==> src/rtl/or_nway_pipe.sv <==
// or_nway_pipe
//   Pipelined WIDTH-input reduction (OR / AND / XOR / NOR) built as a registered
//   FANIN-ary tree, with a valid/stall handshake, a sticky result accumulator
//   and a saturating hit counter.
//
// Ports
//   clk        system clock, rising edge
//   rst        asynchronous active-high reset
//   en         pipeline advance; 0 freezes every register in the block
//   in_valid   in_data/op carry a sample this cycle
//   in_data    WIDTH-bit vector to reduce
//   op         00 OR, 01 AND, 10 XOR, 11 NOR
//   acc_clr    clear accumulator and hit counter (acts on every edge)
//   out_valid  out_bit holds a new result
//   out_bit    reduction result
//   acc_bit    sticky OR of results since last clear/reset
//   hit_cnt    saturating count of valid results equal to 1
module or_nway_pipe #(
    parameter int unsigned WIDTH = 8,
    parameter int unsigned FANIN = 2,
    parameter int unsigned CNT_W = 8
) (
    input  logic             clk,
    input  logic             rst,
    input  logic             en,
    input  logic             in_valid,
    input  logic [WIDTH-1:0] in_data,
    input  logic [1:0]       op,
    input  logic             acc_clr,
    output logic             out_valid,
    output logic             out_bit,
    output logic             acc_bit,
    output logic [CNT_W-1:0] hit_cnt
);

    typedef enum logic [1:0] {
        OP_OR  = 2'b00,
        OP_AND = 2'b01,
        OP_XOR = 2'b10,
        OP_NOR = 2'b11
    } op_e;

    // Number of nodes left after k reduction levels (k = 0 gives WIDTH).
    function automatic int unsigned level_nodes(input int unsigned w,
                                                input int unsigned f,
                                                input int unsigned k);
        int unsigned n;
        n = w;
        for (int unsigned i = 0; i < k; i++) begin
            n = (n + f - 1) / f;
        end
        return n;
    endfunction

    // max(1, ceil(log_f(w)))
    function automatic int unsigned calc_levels(input int unsigned w,
                                                input int unsigned f);
        int unsigned n;
        int unsigned c;
        n = w;
        c = 0;
        for (int unsigned i = 0; i < 32; i++) begin
            if (n > 1) begin
                n = (n + f - 1) / f;
                c = c + 1;
            end
        end
        return (c == 0) ? 1 : c;
    endfunction

    localparam int unsigned LEVELS = calc_levels(WIDTH, FANIN);

    logic res_next;   // value the final stage loads on this edge
    logic res_load;   // final stage loads a valid result on this edge

    for (genvar l = 0; l < LEVELS; l++) begin : g_lvl
        localparam int unsigned NIN  = level_nodes(WIDTH, FANIN, l);
        localparam int unsigned NOUT = level_nodes(WIDTH, FANIN, l + 1);

        logic [NIN-1:0]        src_d;
        op_e                   src_op;
        logic                  src_v;
        logic [NOUT*FANIN-1:0] pad;
        logic [NOUT-1:0]       red;
        logic [NOUT-1:0]       d_next;
        logic [NOUT-1:0]       d_q;
        logic                  v_q;

        if (l == 0) begin : g_src
            assign src_d  = in_data;
            assign src_op = op_e'(op);
            assign src_v  = in_valid;
        end else begin : g_src
            assign src_d  = g_lvl[l-1].d_q;
            assign src_op = g_lvl[l-1].g_op.op_q;
            assign src_v  = g_lvl[l-1].v_q;
        end

        // Leaves beyond the last real input take the identity of the op:
        // 1 for AND, 0 otherwise (NOR travels as OR).
        for (genvar k = 0; k < NOUT * FANIN; k++) begin : g_pad
            if (k < NIN) begin : g_real
                assign pad[k] = src_d[k];
            end else begin : g_ident
                assign pad[k] = (src_op == OP_AND);
            end
        end

        for (genvar j = 0; j < NOUT; j++) begin : g_node
            logic [FANIN-1:0] grp;
            assign grp    = pad[j*FANIN +: FANIN];
            assign red[j] = (src_op == OP_AND) ? (&grp) :
                            (src_op == OP_XOR) ? (^grp) : (|grp);
        end

        // NOR is reduced as OR and inverted only when the last stage loads.
        if (l == LEVELS - 1) begin : g_fin
            assign d_next = (src_op == OP_NOR) ? ~red : red;
        end else begin : g_mid
            assign d_next = red;
        end

        always_ff @(posedge clk or posedge rst) begin
            if (rst) begin
                d_q <= '0;
                v_q <= 1'b0;
            end else if (en) begin
                d_q <= d_next;
                v_q <= src_v;
            end
        end

        // The op only needs to travel to the stages that still reduce.
        if (l < LEVELS - 1) begin : g_op
            op_e op_q;
            always_ff @(posedge clk or posedge rst) begin
                if (rst) begin
                    op_q <= OP_OR;
                end else if (en) begin
                    op_q <= src_op;
                end
            end
        end
    end

    assign out_bit   = g_lvl[LEVELS-1].d_q[0];
    assign out_valid = g_lvl[LEVELS-1].v_q;
    assign res_next  = g_lvl[LEVELS-1].d_next[0];
    assign res_load  = en & g_lvl[LEVELS-1].src_v;

    // A clear coinciding with a valid load keeps the new result and drops
    // the old history.
    always_ff @(posedge clk or posedge rst) begin
        if (rst) begin
            acc_bit <= 1'b0;
            hit_cnt <= '0;
        end else if (acc_clr) begin
            acc_bit <= res_load & res_next;
            hit_cnt <= CNT_W'(res_load & res_next);
        end else if (res_load) begin
            acc_bit <= acc_bit | res_next;
            if (res_next && (hit_cnt != '1)) begin
                hit_cnt <= hit_cnt + CNT_W'(1);
            end
        end
    end

endmodule

==> config.mk <==
export PLATFORM = sky130hd
export DESIGN_NAME = or_nway_pipe
export DESIGN_NICKNAME = d
export VERILOG_FILES = /design/src/rtl/or_nway_pipe.sv
export SDC_FILE = /design/constraint.sdc
export NUM_CORES = 1
export LEC_CHECK = 0
export BUFFER_PORTS_ARGS = -buffer_cell sky130_fd_sc_hd__buf_4
export CORE_UTILIZATION = 50
export CTS_BUF_LIST = sky130_fd_sc_hd__clkbuf_8 sky130_fd_sc_hd__clkbuf_16
export CTS_CLUSTER_DIAMETER = 30
export CTS_CLUSTER_SIZE = 28
export DETAILED_ROUTE_END_ITERATION = 6
export HOLD_SLACK_MARGIN = 0.12
export PLACE_DENSITY = 0.72
export SLEW_MARGIN = 20
export SYNTH_ARGS = -nofsm -noshare
export SYNTH_HDL_FRONTEND = slang
export SYNTH_SLANG_ARGS = --single-unit
export TNS_END_PERCENT = 1
==> constraint.sdc <==
create_clock -name clk -period 3.5 [get_ports clk]
set_clock_uncertainty 0.15 [all_clocks]
set_input_delay 0.175 -clock clk [delete_from_list [all_inputs] [get_ports clk]]
set_output_delay 0.175 -clock clk [all_outputs]
set_load 0.02 [all_outputs]
==> After elaboration in Yosys (flattened, before gate mapping) <==
Index checks and enable logic that the tools add are counted.
{ "op_classes": {"muxes": 20, "n_eq_ne": 8, "n_bitwise": 5, "n_addsub": 1, "n_reduce_logical": 25} }
{ "op_table": {"columns": ["op", "count"], "rows": [
  ["$mux W8", 3],
  ["$mux W1", 17],
  ["$reduce_and A2 Y1", 8],
  ["$reduce_or A2 Y1", 7],
  ["$reduce_xor A2 Y1", 7],
  ["$add A8 B1 Y8 const B", 1],
  ["$eq A2 B2 Y1 const B", 4],
  ["$ne A8 B8 Y1 const B", 1],
  ["$eq A2 B1 Y1 const B", 3],
  ["$reduce_bool A2 Y1", 2],
  ["$and A1 B1 Y1", 3],
  ["$logic_and A1 B1 Y1", 1],
  ["$not A1 Y1", 1],
  ["$or A1 B1 Y1", 1]
]} }
{ "word_totals": {"output_inout_bits": 11, "in_bits": 15, "regBits": 23, "word_cells": 69} }

==> Logic depth before layout (Yosys ltp) <==
Gate-level depths: netlist of run 1.
{ "logic_depth": {"ltp_word": 9, "ltp_mapped": 7, "depth_no_buf": 6} }

==> Least setup slack after synthesis of run 1 <==
No wires, ideal clock.
{ "synth_timing": {"path_type": "flip-flop to flip-flop", "startpoint": "reg hit_cnt[0]", "endpoint": "reg hit_cnt[3]", "arrival_ps": 1676, "synth_period_minus_slack_ps": 1904, "required_time_ps": 3272, "setup_ps": 78, "n_path_buf": 1, "stages_incl_launch_ff": 6, "slack_ps": 1596, "path_cell_list": "dfrtp_1 ha_1 and4_1 buf_2 or4_1 a21oi_1"} }
{ "synth_via": {"elab_chain_cells": 4, "elab_cells_between_ends": 8, "cone_classes": "add/sub (1); eq/ne (1); mux (3); reduce/logical (3)"} }
{ "synth_lines": {"columns": ["item", "line_no", "text"], "rows": [
  ["start: declaration", "33", "output logic [CNT_W-1:0] hit_cnt"],
  ["start signal: assignment", "159", "hit_cnt <= CNT_W'(res_load & res_next);"],
  ["start signal: assignment", "163", "hit_cnt <= hit_cnt + CNT_W'(1);"],
  ["$add A8 B1 Y8 / $ne A8 B8 Y1 (equally long branches)", "163, 162", null],
  ["$mux W8 / $logic_and A1 B1 Y1 (equally long branches)", "162", "if (res_next && (hit_cnt != '1)) begin"],
  ["$mux W8 / $reduce_bool A2 Y1 (equally long branches)", null, null],
  ["$mux W8 / $reduce_and A2 Y1 (equally long branches)", null, null]
]} }
Several ways; a longest one is shown, not always the timed one. The select of a mux whose other input is x is not followed.
A chain may end at the register's enable or synchronous reset.

==> Worst setup path after layout of run 1 <==
{ "layout_timing": {"startpoint": "in en", "endpoint": "reg hit_cnt[7]"} }
{ "layout_via": {"elab_chain_cells": 3} }
{ "layout_lines": {"columns": ["item", "line_no", "text"], "rows": [
  ["start: declaration", "25", "input logic en,"],
  ["$and A1 B1 Y1", "149", "assign res_load = en & g_lvl[LEVELS-1].src_v;"],
  ["$reduce_bool A2 Y1 (no line)", null, null],
  ["$reduce_and A2 Y1 (no line)", null, null]
]} }
Every way passes these cells.

==> results of run 1 <==
==> cells in the mapped netlist (all sizes together), types with 2 or more instances <==
master / instances / area share, %
nor3: 3 / 1.0
nor2b: 7 / 2.9
nand2: 10 / 2.5
o31ai: 2 / 1.0
and4: 2 / 1.2
or4: 2 / 1.0
nor2: 13 / 3.3
buf: 3 / 1.8
inv: 18 / 4.5
mux2: 16 / 12
nand3: 3 / 1.0
dfrtp: 23 / 39
nand2b: 2 / 0.84
ha: 15 / 13
clkbuf: 5 / 1.3
a21oi: 12 / 4.0
a211oi: 4 / 2.0
o21ai: 6 / 2.0
==> timing repair <==
| action | in CTS | in global routing |
|---|---|---|
| hold buffers | 5 | 0 |
| resized for setup | 0 | 0 |
| endpoints found under the hold margin | 31 | 0 |
==> cell families after synthesis <==
logic type / count (synthesis)
buf+inv: 26
flops: 23
compound gates: 28
simple gates: 48
fa+ha+maj: 15
mux: 17
==> cell type report <==
class,instances,area [um^2],area share [%]
multi-input cells,108,798.3,45.28
inverters,18,67.56,3.833
clock buffers,3,41.29,2.342
flip-flops and latches,23,575.6,32.65
well taps,31,38.79,2.200
clock inverters,1,3.754,0.2129
repair buffers,30,237.7,13.48
==> worst max-delay path by stage <==
stage                          from    endpoint  slack [ps]  cells after the start
finish                           en  hit_cnt[7]        1200                      6
global route        g_lvl[1].d_q[0]  hit_cnt[6]        1000                      6
CTS                              en  hit_cnt[7]        1200                      6
detailed placement  g_lvl[1].d_q[0]  hit_cnt[6]        1220                      6
global placement    g_lvl[1].d_q[0]  hit_cnt[6]        1290                      6
floorplan                hit_cnt[0]  hit_cnt[3]        1600                      5
==> through the flow <==
stage	setup WS, ps	hold WS [ps]
floorplan	1596	26.92
global placement	1291	246.1
CTS	1201	135.5
finish	1202	136.5
detailed placement	1224	250.0
global route	997.9	141.5
==> flip-flops by register name (all words and copies together), names as in the netlist <==
signal,flops
out_bit,1
g_lvl.d_q,6
g_lvl.g_op.op_q,4
hit_cnt,8
acc_bit,1
out_valid,1
g_lvl.v_q,2
==> cells in the final DEF, fill, tap and decap left out, types with 2 or more instances in the layout <==
cell type	n
sky130_fd_sc_hd__a211oi_1	4
sky130_fd_sc_hd__a21oi_1	12
sky130_fd_sc_hd__and4_1	2
sky130_fd_sc_hd__buf_4	25
sky130_fd_sc_hd__clkbuf_8	3
sky130_fd_sc_hd__dfrtp_1	23
sky130_fd_sc_hd__dlygate4sd3_1	5
sky130_fd_sc_hd__ha_1	15
sky130_fd_sc_hd__inv_1	19
sky130_fd_sc_hd__mux2_2	16
sky130_fd_sc_hd__nand2_1	10
sky130_fd_sc_hd__nand2b_1	2
sky130_fd_sc_hd__nand3_1	3
sky130_fd_sc_hd__nor2_1	13
sky130_fd_sc_hd__nor2b_1	7
sky130_fd_sc_hd__nor3_1	3
sky130_fd_sc_hd__o21ai_0	6
sky130_fd_sc_hd__o31ai_1	2
sky130_fd_sc_hd__or4_1	2
==> critical path: stages <==
cell and delay [ps]:
sky130_fd_sc_hd__dlygate4sd3_1 530, sky130_fd_sc_hd__buf_4 230, sky130_fd_sc_hd__and3b_1 190, sky130_fd_sc_hd__a32oi_1 310, sky130_fd_sc_hd__or4b_2 720, sky130_fd_sc_hd__o211a_1 140
==> power by group through the flow <==
stage / clock network, W / registers [W] / logic [W]
3_5_place_dp: 0 / 0.000340 / 0.000186
4_1_cts: 0.000163 / 0.000335 / 0.000192
5_1_grt: 0.000174 / 0.000342 / 0.000218
2_1_floorplan: 0 / 0.000349 / 0.000117
3_3_place_gp: 0 / 0.000338 / 0.000178
6_report: 0.000158 / 0.000335 / 0.000189
==> metal layers <==
metal  part of all wire [%]  vias up  GRT usage [%]  routed length, um
met5                      0        -              0                  0
met4                    1.4        0          6.969                 36
met3                    4.2        5          2.074                105
met1                     44      550          21.61               1090
met2                     51       31          32.94               1271
li1                       -      591              -                  -
==> impl_metrics.py, run 1 <==
metrics = {
    "synthesis": {
        "synth_compound_gate_area_share_pct": 11.44,
        "syn-instance-count": 157,
        "number_of_warnings_issued_by_yosys": 0,
        "syn_area_um2": 1488,
        "synth_top_flop_cell": "sky130_fd_sc_hd__dfrtp_1",
        "syn-num-nets": 187,
        "adder_cell_fraction_of_synth_area_pct": 12.62,
        "seq_area_frac_synth_pct": 38.69,
        "dominant_combinational_cell_family_by_area_after_synthesis": "simple AND/OR/NAND/NOR gates",
        "synth-async-reset-ratio_pct": 100.0,
        "synth-edff-count": 0,
        "synthDistinctLibCells": 30,
        "synth-seq-cells": 23,
        "xor_xnor_portion_of_the_synthesized_cell_area_pct": 0,
        "synthMuxAreaShare_pct": 12.78,
        "synth_simple_gate_area_share_pct": 16.82,
        "postSynthAreaPerCell_um2": 9.476,
    },
    "cells_and_area": {
        "fillerInstances": 242,
        "finish.cell_count_without_fillers": 214,
        "fin_area_um2": 1763,
        "antenna-diode-count": 0,
        "drive_above_1_share_pct": 24.59,
        "fin_nets": 214,
        "area_delta_synth_final_pct": 18.50,
        "final_core_utilization_pct": 63.38,
    },
    "pwr": {
        "clock_power_share_pct": 23.2,
        "power.leakage_nw": 0.8758,
        "intPower_w": 0.0004747,
        "power.density_cell_area_nw_per_um2": 386.9,
        "net-switching-power_w": 0.0002075,
        "share_comb_of_total_power_pct": 27.7,
        "p_total_w": 0.0006821,
        "netSwitchingFraction_pct": 30.42,
        "ir_worst_vdd_mv": 0.2714,
        "power.sequential.fraction_pct": 49.1,
    },
    "grt": {
        "grt_max_degree": 24,
        "first_global_vias": 1176,
        "global_route.usage.total_pct": 18.11,
        "globalRouteOverflowTotal": 0,
        "number_of_antenna_violations_at_the_first_check_in_global_routing": 0,
        "first_pass_grt_wire_length_mm": 4.685,
    },
    "clock_tree": {
        "cts_num_sinks": 23,
        "clock_tree_root_driver_cell": "sky130_fd_sc_hd__clkbuf_8",
        "cts_tree": "built",
        "cts_inserted_buffers": 3,
        "cts_buffer_depth": 2,
        "worst_skew_late_latency_ps": 260,
        "post-cts-setup-buffers": 0,
        "ctsHtreeMaxLevel": 1,
        "clk_pin_slew_worst_paths_ps": 80,
    },
    "route": {
        "remaining_drcs": 0,
        "totalWireLength_mm": 2.504,
        "route.vias.total": 1177,
        "drtIter0Drc": 27,
        "detail_route.wl_per_cell_um": 11.70,
        "via_density": 5.500,
        "drtAntennaViolNets": 0,
        "drtPass1Iterations": 4,
    },
    "floorplanning": {
        "floorplan.die.height_um": 56.55,
        "effective_utilization_at_floorplan_pct": 53.49,
        "dieArea_um2": 3197,
        "core_area_um2": 2781,
        "rows": 19,
        "fp.dieW_um": 56.55,
        "top_level_ports": 26,
    },
    "timing": {
        "relSlewSlack_pct": 42.69,
        "final_max_slew_viols": 0,
        "setup_viol": 0,
        "pin_slew_with_the_least_headroom_to_its_limit_ps": 859.6,
        "finalHoldViolCount": 0,
        "timing.fmax_mhz": 435.2,
        "grt_setup_unrepaired": "false",
        "min_period_ps": 2298,
        "finalCritPeriodShare_pct": 65.65,
        "setup-tns-final_ps": 0,
    },
    "worst_hold_path": {
        "min-delay-start": "op[0]",
        "worst_hold_path.endpoint": "g_lvl[0].g_op.op_q[0]",
        "holdPathStages": 2,
        "worst_hold_path_type": "input pin to register",
    },
    "place": {
        "dp.final_hpwl_mm": 1.928,
        "numPlacedInstances": 205,
        "finalWeightedCongestion": 0.7468,
        "place.port_buffers": 25,
        "place_area_um2": 1668,
    },
    "setup_path": {
        "worst_r2r_path_depth": 6,
        "critical_path.reg2reg.startpoint": "g_lvl[1].d_q[0]",
        "setup.worst_path.class": "input pin to register",
        "cp-start-kind": "input pin",
        "crit_path_max_fanout": 18,
        "worstSetupEndpointType": "register",
        "worst-r2r-setup-slack_ps": 1210,
        "data_arrival_at_the_endpoint_of_the_critical_path_ps": 2300,
        "worst-endpoint-required_ps": 3500,
        "r2r-end": "hit_cnt[6]",
    },
    "run": {
        "maxcap_violations": 0,
    },
    "run_status": {
        "outcome": "completed",
    },
}
(Power assumes the default switching activity.)
==> run 2: changes to the inputs <==
Settings changed: PLACE_DENSITY 0.72 to 0.75.
Clock period 3.5 ns to 1.95 ns, I/O delays scaled along.
==> run 2 against run 1 <==
  * The run now ends with setup timing left
  * Critical path depth did not move
  * Power rose by 97%
  * First-iteration DRC count fell by 3.7%
  * Via count rose by 6.4%
  * Core utilization rose by 6.0 points
  * Global-route usage rose by 1.6 points
  * Worst setup slack got worse by 1200 ps
  * Largest cell class unchanged
  * Largest power group unchanged
  * Highest routed layer unchanged
==> impl_metrics.py, run 2 (same netlist as run 1, synthesis figures left out) <==
metrics = {
    "cells_and_area": {
        "sequential_cell_area_um2": 575.6,
        "drive_above_1_share_pct": 32.14,
        "largest_register_ffs": 8,
        "fillerInstances": 203,
        "largest_registers": "hit_cnt x8, g_lvl.d_q x6, g_lvl.g_op.op_q x4",
        "area_delta_synth_final_pct": 29.77,
        "layout_commonest_cell": "sky130_fd_sc_hd__buf_4",
        "most_frequent_cells_in_the_layout": "34 x sky130_fd_sc_hd__buf_4, 23 x sky130_fd_sc_hd__dfrtp_1, 18 x sky130_fd_sc_hd__inv_1",
        "fin_nets": 227,
        "multi_input_area_um2": 853.3,
        "antenna-diode-count": 0,
        "regMostFlops": "hit_cnt",
    },
    "route": {
        "drtPass1Iterations": 5,
        "remaining_drcs": 0,
        "via_density": 5.515,
        "totalWireLength_mm": 2.965,
        "detail_route.wl_per_cell_um": 13.06,
        "route.vias.total": 1252,
        "drtIter0Drc": 26,
        "drtAntennaViolNets": 0,
    },
    "floorplanning": {
        "top_level_ports": 26,
        "fp.dieW_um": 56.55,
        "rows": 19,
        "floorplan.die.height_um": 56.55,
        "effective_utilization_at_floorplan_pct": 53.49,
        "dieArea_um2": 3197,
        "core_area_um2": 2781,
    },
    "setup_path": {
        "data_arrival_at_the_endpoint_of_the_critical_path_ps": 1990,
        "setup.worst_path.class": "register to register",
        "cp-start-kind": "register",
        "worstSetupEndpointType": "register",
        "crit_path_max_fanout": 8,
        "worst-endpoint-required_ps": 1950,
    },
    "worst_hold_path": {
        "worst_hold_path_type": "input pin to register",
    },
    "grt": {
        "global_route.usage.total_pct": 19.70,
        "grt.met1_usage_pct": 21.51,
        "number_of_antenna_violations_at_the_first_check_in_global_routing": 0,
        "grt_max_degree": 24,
        "grt_most_used_layer": "met2",
        "gr-usage-met2_pct": 36.81,
        "use_met3_pct": 5.760,
        "globalRouteOverflowTotal": 0,
        "first_pass_grt_wire_length_mm": 4.940,
        "first_global_vias": 1201,
    },
    "timing": {
        "pin_slew_with_the_least_headroom_to_its_limit_ps": 365.0,
        "timing.fmax_mhz": 501.8,
        "setup-tns-final_ps": -99.33,
        "setup_viol": 3,
        "relSlewSlack_pct": 75.66,
        "min_period_ps": 1993,
        "post-route-worst-setup-slack_ps": -43.02,
        "final_max_slew_viols": 0,
        "final.hold.worst_slack_ps": 237.8,
        "grt_setup_unrepaired": "true",
        "finalCritPeriodShare_pct": 102.2,
        "finalHoldViolCount": 0,
    },
    "place": {
        "place_worst_setup_slack_ps": -205.4,
        "dp.final_hpwl_mm": 2.099,
        "finalWeightedCongestion": 0.7891,
        "place.port_buffers": 25,
    },
    "pwr": {
        "ir_worst_vdd_mv": 0.6949,
        "power.leakage_nw": 0.9453,
        "netSwitchingFraction_pct": 31.42,
        "intPower_w": 0.0009212,
        "share_comb_of_total_power_pct": 33.7,
        "power.density_cell_area_nw_per_um2": 695.7,
        "power.sequential.fraction_pct": 43.9,
        "clock_power_share_pct": 22.3,
        "net-switching-power_w": 0.0004220,
    },
    "clock_tree": {
        "cts_buffer_depth": 2,
        "cts_tree": "built",
        "cts_inserted_buffers": 3,
        "ctsHtreeMaxLevel": 1,
        "clk_pin_slew_worst_paths_ps": 90,
        "clock_tree_root_driver_cell": "sky130_fd_sc_hd__clkbuf_8",
        "cts_num_sinks": 23,
        "worst_skew_late_latency_ps": 270,
    },
    "run_status": {
        "violations": "setup timing",
        "outcome": "finished with violations",
    },
    "run": {
        "maxcap_violations": 0,
    },
}
==> run 2: final timing paths <==
kind                                      start         endpoint  slack [ps]  cells past startpoint
worst max-delay path            g_lvl[1].d_q[1]       hit_cnt[5]         -40                      6
worst min-delay path                 in_data[3]  g_lvl[0].d_q[1]         240                      5
worst max register to register  g_lvl[1].d_q[1]       hit_cnt[5]         -40                      6
worst min register to register     g_lvl[0].v_q     g_lvl[1].v_q         360                      1
max in group asynchronous                   rst       hit_cnt[2]        1140                      4
min in group asynchronous                   rst       hit_cnt[0]         280                      4
==> run 2: through the flow <==
| step | util (%) | cell area [um^2] | cells | power, W |
|---|---|---|---|---|
| 5_1_grt | 69.41 | 1931 | 227 | 0.001422 |
| 3_5_place_dp | 62.12 | 1728 | 213 | 0.0009823 |
| 3_3_place_gp | 62.12 | 1728 | 213 | 0.0009529 |
| 6_report | 69.41 | 1931 | 227 | 0.001343 |
| 4_1_cts | 68.24 | 1898 | 227 | 0.001339 |
| 2_1_floorplan | - | 1488 | 157 | 0.0008366 |
==> run 2: layout make-up <==
cell class                      instances  area share, %
Multi-Input combinational cell        108          44.20
Sequential cell                        23          29.81
Timing Repair Buffer                   43          17.95
Inverter                               18          3.500
Clock buffer                            3          2.139
Tap cell                               31          2.009
Clock inverter                          1         0.3889
==> run 2: power groups by stage <==
| stage | Sequential, W | Clock, W | Combinational [W] |
|---|---|---|---|
| after floorplan | 0.000627 | 0 | 0.000210 |
| after global placement | 0.000594 | 0 | 0.000359 |
| after detailed placement | 0.000601 | 0 | 0.000381 |
| after CTS | 0.000590 | 0.000306 | 0.000443 |
| after global routing | 0.000601 | 0.000321 | 0.000500 |
| final | 0.000590 | 0.000300 | 0.000453 |
==> run 2: routing by layer <==
layer | share of wire, % | wire, um
met5 | 0 | 0
met4 | 1.2 | 37
met3 | 3.7 | 111
met2 | 53 | 1575
met1 | 42 | 1240
==> run 2: what timing repair did <==
item / CTS / global route
endpoints found under the hold margin: 41 / 0
hold buffers: 8 / 0
resized for setup: 3 / 8
pin swaps: 1 / 8
setup endpoints to repair: 9 / 7
setup buffers: 2 / 0
==> run 2: critical path: stages (launching register included) <==
cell and delay (ps):
sky130_fd_sc_hd__dfrtp_1 390, sky130_fd_sc_hd__buf_4 140, sky130_fd_sc_hd__ha_2 160, sky130_fd_sc_hd__mux2_4 290, sky130_fd_sc_hd__a32oi_4 350, sky130_fd_sc_hd__nor4_2 110
sky130_fd_sc_hd__mux2_2 280
